==> src/rtl/eth_frame_gen_stream_if.sv <==
// Byte-wide valid/ready stream carrying Ethernet frames with start/end markers.
interface eth_frame_gen_stream_if;
  logic [7:0] m_data;
  logic       m_valid;
  logic       m_ready;
  logic       m_sof;
  logic       m_last;

  modport master (output m_data, output m_valid, output m_sof, output m_last, input m_ready);
  modport slave  (input m_data, input m_valid, input m_sof, input m_last, output m_ready);
endinterface

==> src/rtl/eth_frame_gen_stream.sv <==
// Ethernet frame source: optional preamble/SFD, header from ports, pattern payload with
// zero padding and a byte-serial IEEE 802.3 CRC-32 FCS, followed by an inter-frame gap.
module eth_frame_gen_stream #(
  parameter int MAX_PAYLOAD = 1500,
  parameter int PREAMBLE_EN = 1,
  parameter int IFG_CYCLES  = 12
) (
  input  logic                  clk,
  input  logic                  rst,
  input  logic                  start,
  input  logic [47:0]           cfg_dst_mac,
  input  logic [47:0]           cfg_src_mac,
  input  logic [15:0]           cfg_eth_type,
  input  logic [10:0]           cfg_payload_len,
  input  logic [1:0]            cfg_mode,
  input  logic [7:0]            cfg_seed,
  eth_frame_gen_stream_if.master m,
  output logic                  busy,
  output logic                  done,
  output logic [15:0]           frame_cnt
);

  localparam logic [2:0] S_IDLE = 3'd0;
  localparam logic [2:0] S_LOAD = 3'd1;
  localparam logic [2:0] S_PRE  = 3'd2;
  localparam logic [2:0] S_HDR  = 3'd3;
  localparam logic [2:0] S_PAY  = 3'd4;
  localparam logic [2:0] S_PAD  = 3'd5;
  localparam logic [2:0] S_FCS  = 3'd6;
  localparam logic [2:0] S_IFG  = 3'd7;

  localparam logic [10:0] MAX_LEN     = 11'(MAX_PAYLOAD);
  localparam logic [15:0] IFG_LAST    = 16'((IFG_CYCLES > 0) ? IFG_CYCLES - 1 : 0);
  localparam logic [2:0]  S_FIRST     = (PREAMBLE_EN != 0) ? S_PRE : S_HDR;
  localparam logic [2:0]  S_AFTER_FCS = (IFG_CYCLES > 0) ? S_IFG : S_IDLE;

  function automatic logic [31:0] crc32_byte(input logic [31:0] crc_in, input logic [7:0] d);
    logic [31:0] c;
    c = crc_in ^ {24'd0, d};
    for (int k = 0; k < 8; k++) begin
      c = c[0] ? ((c >> 1) ^ 32'hEDB88320) : (c >> 1);
    end
    return c;
  endfunction

  function automatic logic [7:0] pat_step(input logic [7:0] p, input logic [1:0] md);
    case (md)
      2'd0:    pat_step = p + 8'd1;
      2'd2:    pat_step = {p[6:0], p[7] ^ p[5] ^ p[4] ^ p[3]};
      default: pat_step = p;
    endcase
  endfunction

  logic [2:0]   state, state_next;
  logic [10:0]  cnt, cnt_next, len, pad_last;
  logic [7:0]   pat, pat_next, pat_init, seed;
  logic [31:0]  crc, crc_next, fcs;
  logic [15:0]  ifg_cnt, eth_type;
  logic [47:0]  dst, src;
  logic [1:0]   mode;
  logic [111:0] hdr;
  logic [7:0]   data, data_next;
  logic         valid, sof, last, hs;
  logic         valid_next, sof_next, last_next, busy_next;

  assign m.m_data  = data;
  assign m.m_valid = valid;
  assign m.m_sof   = sof;
  assign m.m_last  = last;

  // Next position in the frame and the byte presented at that position.
  always_comb begin
    hs         = valid && m.m_ready;
    state_next = state;
    cnt_next   = cnt;
    pat_next   = pat;
    crc_next   = crc;
    pad_last   = 11'd45 - len;
    pat_init   = ((mode == 2'd2) && (seed == 8'd0)) ? 8'h01 : seed;
    case (state)
      S_IDLE: begin
        if (start) state_next = S_LOAD;
        else       state_next = S_IDLE;
      end
      S_LOAD: begin
        state_next = S_FIRST;
        cnt_next   = 11'd0;
      end
      S_PRE: begin
        if (hs && (cnt == 11'd7)) begin
          state_next = S_HDR;
          cnt_next   = 11'd0;
        end else if (hs) cnt_next = cnt + 11'd1;
        else             cnt_next = cnt;
      end
      S_HDR: begin
        if (hs) begin
          crc_next = crc32_byte(crc, data);
          if (cnt == 11'd13) begin
            state_next = (len == 11'd0) ? S_PAD : S_PAY;
            cnt_next   = 11'd0;
            pat_next   = pat_init;
          end else cnt_next = cnt + 11'd1;
        end else crc_next = crc;
      end
      S_PAY: begin
        if (hs) begin
          crc_next = crc32_byte(crc, data);
          pat_next = pat_step(pat, mode);
          if (cnt == len - 11'd1) begin
            state_next = (len < 11'd46) ? S_PAD : S_FCS;
            cnt_next   = 11'd0;
          end else cnt_next = cnt + 11'd1;
        end else crc_next = crc;
      end
      S_PAD: begin
        if (hs) begin
          crc_next = crc32_byte(crc, data);
          if (cnt == pad_last) begin
            state_next = S_FCS;
            cnt_next   = 11'd0;
          end else cnt_next = cnt + 11'd1;
        end else crc_next = crc;
      end
      S_FCS: begin
        if (hs && (cnt == 11'd3)) begin
          state_next = S_AFTER_FCS;
          cnt_next   = 11'd0;
          crc_next   = 32'hFFFFFFFF;
        end else if (hs) cnt_next = cnt + 11'd1;
        else             cnt_next = cnt;
      end
      S_IFG: begin
        if (ifg_cnt == IFG_LAST) state_next = S_IDLE;
        else                     state_next = S_IFG;
      end
      default: state_next = S_IDLE;
    endcase

    // FCS byte 0 must already include the last PAD/PAYLOAD byte, hence crc_next.
    hdr = {dst, src, eth_type};
    fcs = ~crc_next;
    case (state_next)
      S_PRE:   data_next = (cnt_next == 11'd7) ? 8'hD5 : 8'h55;
      S_HDR:   data_next = 8'(hdr >> (7'd104 - {cnt_next[3:0], 3'b000}));
      S_PAY:   data_next = pat_next;
      S_FCS:   data_next = 8'(fcs >> {cnt_next[1:0], 3'b000});
      default: data_next = 8'h00;
    endcase
    valid_next = state_next inside {S_PRE, S_HDR, S_PAY, S_PAD, S_FCS};
    sof_next   = (state == S_LOAD) || (sof && !hs);
    last_next  = (state_next == S_FCS) && (cnt_next == 11'd3);
    busy_next  = !((state_next == S_IDLE) || (state_next == S_LOAD));
  end

  // State, output and configuration registers.
  always_ff @(posedge clk or posedge rst) begin
    if (rst) begin
      state     <= S_IDLE;
      cnt       <= 11'd0;
      pat       <= 8'd0;
      crc       <= 32'hFFFFFFFF;
      ifg_cnt   <= 16'd0;
      data      <= 8'd0;
      valid     <= 1'b0;
      sof       <= 1'b0;
      last      <= 1'b0;
      busy      <= 1'b0;
      done      <= 1'b0;
      frame_cnt <= 16'd0;
      dst       <= 48'd0;
      src       <= 48'd0;
      eth_type  <= 16'd0;
      len       <= 11'd0;
      mode      <= 2'd0;
      seed      <= 8'd0;
    end else begin
      state   <= state_next;
      cnt     <= cnt_next;
      pat     <= pat_next;
      crc     <= crc_next;
      data    <= data_next;
      valid   <= valid_next;
      sof     <= sof_next;
      last    <= last_next;
      busy    <= busy_next;
      done    <= hs && last;
      ifg_cnt <= (state == S_IFG) ? ifg_cnt + 16'd1 : 16'd0;
      if (hs && last) frame_cnt <= frame_cnt + 16'd1;
      else            frame_cnt <= frame_cnt;
      if ((state == S_IDLE) && start) begin
        dst      <= cfg_dst_mac;
        src      <= cfg_src_mac;
        eth_type <= cfg_eth_type;
        len      <= (cfg_payload_len > MAX_LEN) ? MAX_LEN : cfg_payload_len;
        mode     <= cfg_mode;
        seed     <= cfg_seed;
      end else begin
        dst      <= dst;
        src      <= src;
        eth_type <= eth_type;
        len      <= len;
        mode     <= mode;
        seed     <= seed;
      end
    end
  end

endmodule
==> src/flat_wrapper.sv <==
// flat-port wrapper written by rule: the top's interface ports become plain ports
module eth_frame_gen_stream_flat 
#(
  parameter int MAX_PAYLOAD = 1500,
  parameter int PREAMBLE_EN = 1,
  parameter int IFG_CYCLES  = 12
)
  (clk, rst, start, cfg_dst_mac, cfg_src_mac, cfg_eth_type, cfg_payload_len, cfg_mode, cfg_seed, busy, done, frame_cnt, m_m_data, m_m_valid, m_m_sof, m_m_last, m_m_ready);
  eth_frame_gen_stream_if m_i ();
  input  logic clk;
  input  logic rst;
  input  logic start;
  input  logic [47:0] cfg_dst_mac;
  input  logic [47:0] cfg_src_mac;
  input  logic [15:0] cfg_eth_type;
  input  logic [10:0] cfg_payload_len;
  input  logic [1:0] cfg_mode;
  input  logic [7:0] cfg_seed;
  output logic busy;
  output logic done;
  output logic [15:0] frame_cnt;
  output wire logic [$bits(m_i.m_data)-1:0] m_m_data;
  output wire logic [$bits(m_i.m_valid)-1:0] m_m_valid;
  output wire logic [$bits(m_i.m_sof)-1:0] m_m_sof;
  output wire logic [$bits(m_i.m_last)-1:0] m_m_last;
  input wire logic [$bits(m_i.m_ready)-1:0] m_m_ready;
  assign m_m_data = m_i.m_data;
  assign m_m_valid = m_i.m_valid;
  assign m_m_sof = m_i.m_sof;
  assign m_m_last = m_i.m_last;
  assign m_i.m_ready = m_m_ready;
  eth_frame_gen_stream #(.MAX_PAYLOAD(MAX_PAYLOAD), .PREAMBLE_EN(PREAMBLE_EN), .IFG_CYCLES(IFG_CYCLES)) u_core (.clk(clk), .rst(rst), .start(start), .cfg_dst_mac(cfg_dst_mac), .cfg_src_mac(cfg_src_mac), .cfg_eth_type(cfg_eth_type), .cfg_payload_len(cfg_payload_len), .cfg_mode(cfg_mode), .cfg_seed(cfg_seed), .m(m_i), .busy(busy), .done(done), .frame_cnt(frame_cnt));
endmodule
==> config.mk <==
export PLATFORM = sky130hd
export DESIGN_NAME = eth_frame_gen_stream_flat
export DESIGN_NICKNAME = d
export VERILOG_FILES = /design/src/rtl/eth_frame_gen_stream_if.sv /design/src/rtl/eth_frame_gen_stream.sv /design/src/flat_wrapper.sv
export SDC_FILE = /design/constraint.sdc
export NUM_CORES = 1
export LEC_CHECK = 0
export ABC_AREA = 1
export BUFFER_PORTS_ARGS = -buffer_cell sky130_fd_sc_hd__buf_2
export CORE_MARGIN = 5
export CORE_UTILIZATION = 49
export DETAILED_ROUTE_END_ITERATION = 8
export PLACE_DENSITY = 0.69
export REMOVE_ABC_BUFFERS = 1
export SYNTH_ARGS = -nofsm -noshare
export SYNTH_HDL_FRONTEND = slang
export SYNTH_SLANG_ARGS = --single-unit
==> constraint.sdc <==
create_clock -name clk -period 8.1 [get_ports clk]
set_clock_uncertainty 0.15 [all_clocks]
set_input_delay 0.405 -clock clk [delete_from_list [all_inputs] [get_ports clk]]
set_output_delay 0.405 -clock clk [all_outputs]
set_load 0.1 [all_outputs]
======== Word-level counts from Yosys, hierarchy flattened ========
Index checks and enable logic that the tools add are counted.
W data, S select, Z words.
operators by class
  equal/unequal tests ..................... 22
  $add $sub $neg .......................... 7
  order comparisons ....................... 2
  bitwise gates (word level) .............. 13
  reductions and logical operators ........ 19
  multiplexer cells ....................... 44
  shift-type cells ........................ 2
operators by type and width
  cell                     count
  $mux W32                 10
  $not A13 Y14             8
  $shr A112 B7 Y8          1
  $mux W11                 10
  $pmux W11 S6             1
  $pmux W32 S2             1
  $mux W8                  5
  $add A16 B1 Y16 const B  2
  $not A32 Y32             1
  $pmux W8 S2              2
  $pmux W8 S4              1
  $shr A32 B5 Y8           1
  $xor A32 B8 Y32          1
  $mux W3                  9
  $pmux W3 S8              1
  $eq A11 B11 Y1           2
  $eq A11 B2 Y1 const B    2
  $eq A11 B3 Y1 const B    2
  $eq A3 B3 Y1 const B     7
  $eq A16 B4 Y1 const B    1
  $mux W16                 1
  $eq A3 B2 Y1 const B     4
  $add A11 B1 Y11 const B  1
  $eq A11 B4 Y1 const B    1
  other kinds (20)         34
word-level totals
  register bits after elaboration ......... 232
  input bits .............................. 137
  output and inout bits ................... 29
  logic and storage cells ................. 127

======== Longest topological paths before layout ========
  word-level depth ........................ 22
  gate-level depth with buffers ........... 28
  gate-level depth less buffers ........... 25

======== Worst setup path after synthesis ========
No wires, ideal clock.
  path type ............................... register to register
  start ................................... register u_core.valid (netlist: u_core.m.m_valid)
  end ..................................... register u_core.data[6] (netlist: u_core.m.m_data[6])
  setup time .............................. 0.116 ns
  clock period less this slack ............ 3.751 ns
  required time ........................... 7.834 ns
  arrival ................................. 3.485 ns
  path buffers ............................ 3
  cell stages (with the launch flop) ...... 21
  setup slack ............................. 4.349 ns
  path through ............................ dfrtp_1 -> nand2_1 -> nor2_1 -> nand3_1 -> o21ai_0 -> nand3_1 -> nor2_1 -> nand3_2 -> buf_2 -> buf_6 -> inv_2 -> nor2_1 -> ha_1 -> buf_1 -> clkinv_1 -> nand3_1 -> nor2_1 -> nor2_1 -> a21oi_1 -> nand2_1 -> nand2_1
on the way
  word-level cells in the longest chain between the ends .. 7
  elaborated cells between the ends (all ways) .. 31
  those cells by class .................... add/sub (1); eq/ne (4); shift (2); mux (20); bitwise (1); reduce/logical (3)
RTL lines
  element                             RTL line                                                 source
  from (decl)                         eth_frame_gen_stream.sv:63                               logic valid, sof, last, hs;
  from (signal assigned)              eth_frame_gen_stream.sv:183                              valid <= valid_next;
  $logic_and A1 B1 Y1 (*)             eth_frame_gen_stream.sv:73                               hs = valid && m.m_ready;
  $mux W11 (tied with other cells)    eth_frame_gen_stream.sv:93, eth_frame_gen_stream.sv:130
  $mux W11, on equally long branches  eth_frame_gen_stream.sv:126, eth_frame_gen_stream.sv:90
  $pmux W11 S6 (*)                    eth_frame_gen_stream.sv:80                               case (state)
  via u_core.cnt_next[2]              eth_frame_gen_stream.sv:55                               logic [10:0] cnt, cnt_next, len, pad_last;
  $sub A7 B7 Y7 (*)                   eth_frame_gen_stream.sv:145                              S_HDR: data_next = 8'(hdr >> (7'd104 - {cnt_next[3:0], 3'b000}));
  $shr A112 B7 Y8 (*)                 eth_frame_gen_stream.sv:145
  $pmux W8 S4 (*)                     eth_frame_gen_stream.sv:143                              case (state_next)
  via u_core.data_next[6]             eth_frame_gen_stream.sv:62                               logic [7:0] data, data_next;
  to (signal assigned)                eth_frame_gen_stream.sv:182                              data <= data_next;
  to (decl)                           eth_frame_gen_stream.sv:62
The timed path passes the listed nets; every way through them passes the cells marked *.
A chain may end at the register's enable or synchronous reset.

======== Final worst setup path ========
  start ................................... register u_core.len[1]
  end ..................................... register u_core.data[6] (netlist: u_core.m.m_data[6])
on the way
  word-level cells in the longest chain between the ends .. 8
  elaborated cells between the ends (all ways) .. 28
  those cells by class .................... add/sub (3); order compare (1); eq/ne (6); shift (2); mux (15); reduce/logical (1)
RTL lines
  element                                             RTL line                                                  source
  from (decl)                                         eth_frame_gen_stream.sv:55
  from (signal assigned)                              eth_frame_gen_stream.sv:195                               len <= (cfg_payload_len > MAX_LEN) ? MAX_LEN : cfg_payload_len;
  from (signal assigned)                              eth_frame_gen_stream.sv:202                               len <= len;
  $sub A6 B11 Y11 or $sub A11 B1 Y11 (tied branches)  eth_frame_gen_stream.sv:78, eth_frame_gen_stream.sv:110
  $eq A11 B11 Y1, on equally long branches            eth_frame_gen_stream.sv:119, eth_frame_gen_stream.sv:110
  $mux W11, on equally long branches                  eth_frame_gen_stream.sv:119, eth_frame_gen_stream.sv:110
  $mux W11, on equally long branches                  eth_frame_gen_stream.sv:117, eth_frame_gen_stream.sv:107
  $pmux W11 S6 (*)                                    eth_frame_gen_stream.sv:80
  via u_core.cnt_next[2]                              eth_frame_gen_stream.sv:55
  $sub A7 B7 Y7 (*)                                   eth_frame_gen_stream.sv:145
  $shr A112 B7 Y8 (*)                                 eth_frame_gen_stream.sv:145
  $pmux W8 S4 (*)                                     eth_frame_gen_stream.sv:143
  via u_core.data_next[6]                             eth_frame_gen_stream.sv:62
Marks and branches as above.

==> out/metrics.yaml <==
worst_setup_path:
  crit_type: "flop to flop"
  ff2ff_path_depth: 25
  worstReg2RegEnd: "u_core.m.m_data[6]"
  startpoint_type: "flop"
  r2r_setup_slack_ns: 3.04
  crit_path_end_kind: "flop"
  r2r_start: "u_core.len[1]"
  crit_start: "u_core.len[1]"
  arrival_ns: 5.38
  cp-endpoint: "u_core.m.m_data[6]"
  critPathRequiredTime_ns: 8.42
  critPathMaxFanout: 42
placement:
  port-buffer-count: 165
  place_ws_ns: 3.103
  dp.final_hpwl_mm: 26.02
  place.gp.congestion: 0.9004
  post_dp_cell_area_um2: 14680
timing:
  slew-limit-headroom: 0.2830
  fin_crit_sh: 0.6251
  worst_slew_pin_slew_ns: 1.069
  fin_ws_ns: 3.036
  maxSlewViolCount: 0
  whs_ns: 0.02317
  finalHoldViolCount: 0
  setup_violations: 0
  rsz0062_at_grt: "false"
  fin_setup_tns_ns: 0
  max_freq_mhz: 197.5
  min_period_ns: 5.064
yosys:
  syn_area_um2: 13660
  yosysMostFrequentCell: "nand2_1"
  seq_area_frac_synth: 0.4279
  yosys_warnings: 0
  ys_top_cells_by_count: "nand2_1 (670), dfrtp_1 (200), inv_1 (181)"
  synth_area_leader_cell: "dfrtp_1"
  yosys-top-cells-area: "dfrtp_1 (37%), nand2_1 (18%), nand3_1 (6.4%)"
  yosysTopAreaCellShare: 0.3663
  yosys.cell_types.count: 50
  synth-async-reset-ratio: 1.000
  synth_cells: 1890
  synth_ff_type: "dfrtp_1"
  avgSynthCellArea_um2: 7.228
  synth-edff-count: 0
  synth-seq-cells: 232
final_layout:
  fin_util: 0.6116
  drive_above_1_share: 0.1330
  num-nets-final: 2292
  final_area_um2: 16900
  area_growth_syn_to_layout_pct: 23.68
routing:
  avgRoutedWirePerCell_um: 15.96
  drc: 0
  drtPass1Iterations: 5
  first_iter_violations: 1208
  via_per_inst: 5.207
  final_antenna_net_count: 0
  route.vias.total: 13251
  wl_mm: 40.62
die:
  fp.dieH_um: 177.0
  rows: 61
  fp.dieW_um: 177.0
  io_pins: 166
  start_util: 0.4945
  die-area_um2: 31320
  core_area_um2: 27630
clocking:
  cts-buffers-inserted: 28
  clk_path_buf_depth: 3
  clock_latency_ns: 0.57
  post_cts_resized: 0
  cts_sinks: 232
  post_cts_buffers: 0
  postCtsHoldBufs: 129
  clockRootBuffer: "clkbuf_16"
  cts_tree: "done"
  cts_max_level: 1
  clk_pin_slew_worst_paths_ns: 0.06
global_route:
  gr-max-usage-layer: "met2"
  met2_usage: 0.4323
  antenna_found_initial: 0
  use_met1: 0.3472
  grt_start_max_net_pins: 128
  overflow: 0
  grt_pass1_vias: 13198
  grt_pass1_wl_mm: 66.72
  grtUsageTotal: 0.2595
  grtUsageMet3: 0.04764
run:
  cap_violations: 0
worst_hold_path:
  hold_path_class: "input pin to flop"
power:
  power.leakage_nw: 8.542
  ir_worst_vdd_mv: 0.3471
  power_density_nw_per_um2: 435.7
run_status:
  status: "completed"
-- final cells by class --
cell class,count,area [µm²]
repair buffers,305,2200
clock buffers,43,827.0
diodes,2,5.005
multi-input cells,1379,6698
fillers,2407,10730
inverters,198,753.2
flip-flops and latches,232,5846
well taps,378,473.0
clock inverters,8,96.34
-- report_power, final --
group	internal, mW	switching [mW]	total [mW]	leakage (nW)
clock network	0.736	0.503	1.24	0.451
registers	1.69	0.329	2.02	2.87
logic	1.31	2.80	4.11	5.22
total	3.73	3.63	7.36	8.54
-- routing by layer --
layer	vias to the layer above	part of all wire	wire length [µm]
met5	-	0	0
met4	0	0.031	1279
met3	98	0.070	2856
met2	490	0.47	19050
met1	6111	0.43	17430
li1	6552	-	-
-- metrics by stage --
step | power, mW | cells
after floorplan | 4.920 | 1809
after global placement | 5.954 | 2363
after detailed placement | 6.023 | 2363
after CTS | 7.348 | 2543
after global routing | 7.974 | 2543
final | 7.363 | 2545
-- flip-flops by register name (all words and copies together), names as in the netlist, 2 cells and up --
signal and cells:
u_core.mode 2, u_core.ifg_cnt 16, u_core.src 48, u_core.dst 48
u_core.cnt 11, u_core.crc 32, u_core.m.m_data 8, u_core.state 3
u_core.len 11, u_core.frame_cnt 16, u_core.eth_type 16, u_core.pat 8
u_core.seed 8
-- worst max-delay path: stages (launching register included) --
cell and delay (ns):
dfrtp_1 0.43, inv_1 0.15, ha_1 0.29, inv_1 0.09, nand2_1 0.07, nand3_1 0.06
nand2_1 0.11, nand2_1 0.05, nor2_1 0.10, nand2_1 0.06, nor2_1 0.09, nand2_1 0.06
nor2_1 0.12, nand3_1 0.09, nand2_1 0.10, nand3_2 0.71, inv_2 0.32, nor2_1 0.11
ha_1 0.73, clkinv_1 0.49, nand3_1 0.21, nor2_1 0.06, nor2_1 0.08, a21oi_1 0.08
nand2_1 0.07, nand2_1 0.04
-- cells in the final DEF (no fill, tap or decap), types with 16 or more instances in the layout --
cell           Yosys  routed
dfrtp_1          200     200
clkbuf_16          0      28
xnor2_1           27      27
nand2_1          670     670
buf_2             17     165
dfstp_2           32      32
o21ai_0           94      94
nand3_1          174     173
nand4_1           16      16
nor2_1           124     123
nor3_1            18      18
o211ai_1          33      33
a21oi_1           61      60
dlygate4sd3_1      0     129
xor2_1            63      63
inv_1            181     180
-- how the worst min path moves through the flow --
stage / startpoint / endpoint / slack [ns] / depth (start not counted)
2_1_floorplan: u_core.ifg_cnt[0] / u_core.ifg_cnt[0] / 0.28 / 1
3_3_place_gp: u_core.ifg_cnt[0] / u_core.ifg_cnt[0] / 0.30 / 1
3_5_place_dp: u_core.ifg_cnt[0] / u_core.ifg_cnt[0] / 0.31 / 1
4_1_cts: cfg_payload_len[9] / u_core.len[9] / 0.01 / 3
5_1_grt: cfg_payload_len[2] / u_core.len[2] / 0.03 / 3
6_report: cfg_payload_len[9] / u_core.len[9] / 0.02 / 3
-- cells by family (layout without fill, tap and decap cells) --
logic type / Yosys count / count (layout) / share of synthesized area
AOI/OAI and AO/OA: 230 / 230 / 0.09790
and+or+nand+nor: 1045 / 1045 / 0.3183
xor gates and xnor gates: 93 / 93 / 0.06255
other: 0 / 2 / 0
buffers and inverters: 279 / 554 / 0.08325
DFF: 232 / 232 / 0.4279
adders and majority gates: 11 / 11 / 0.01007
Power figures use the tool's default switching activity.
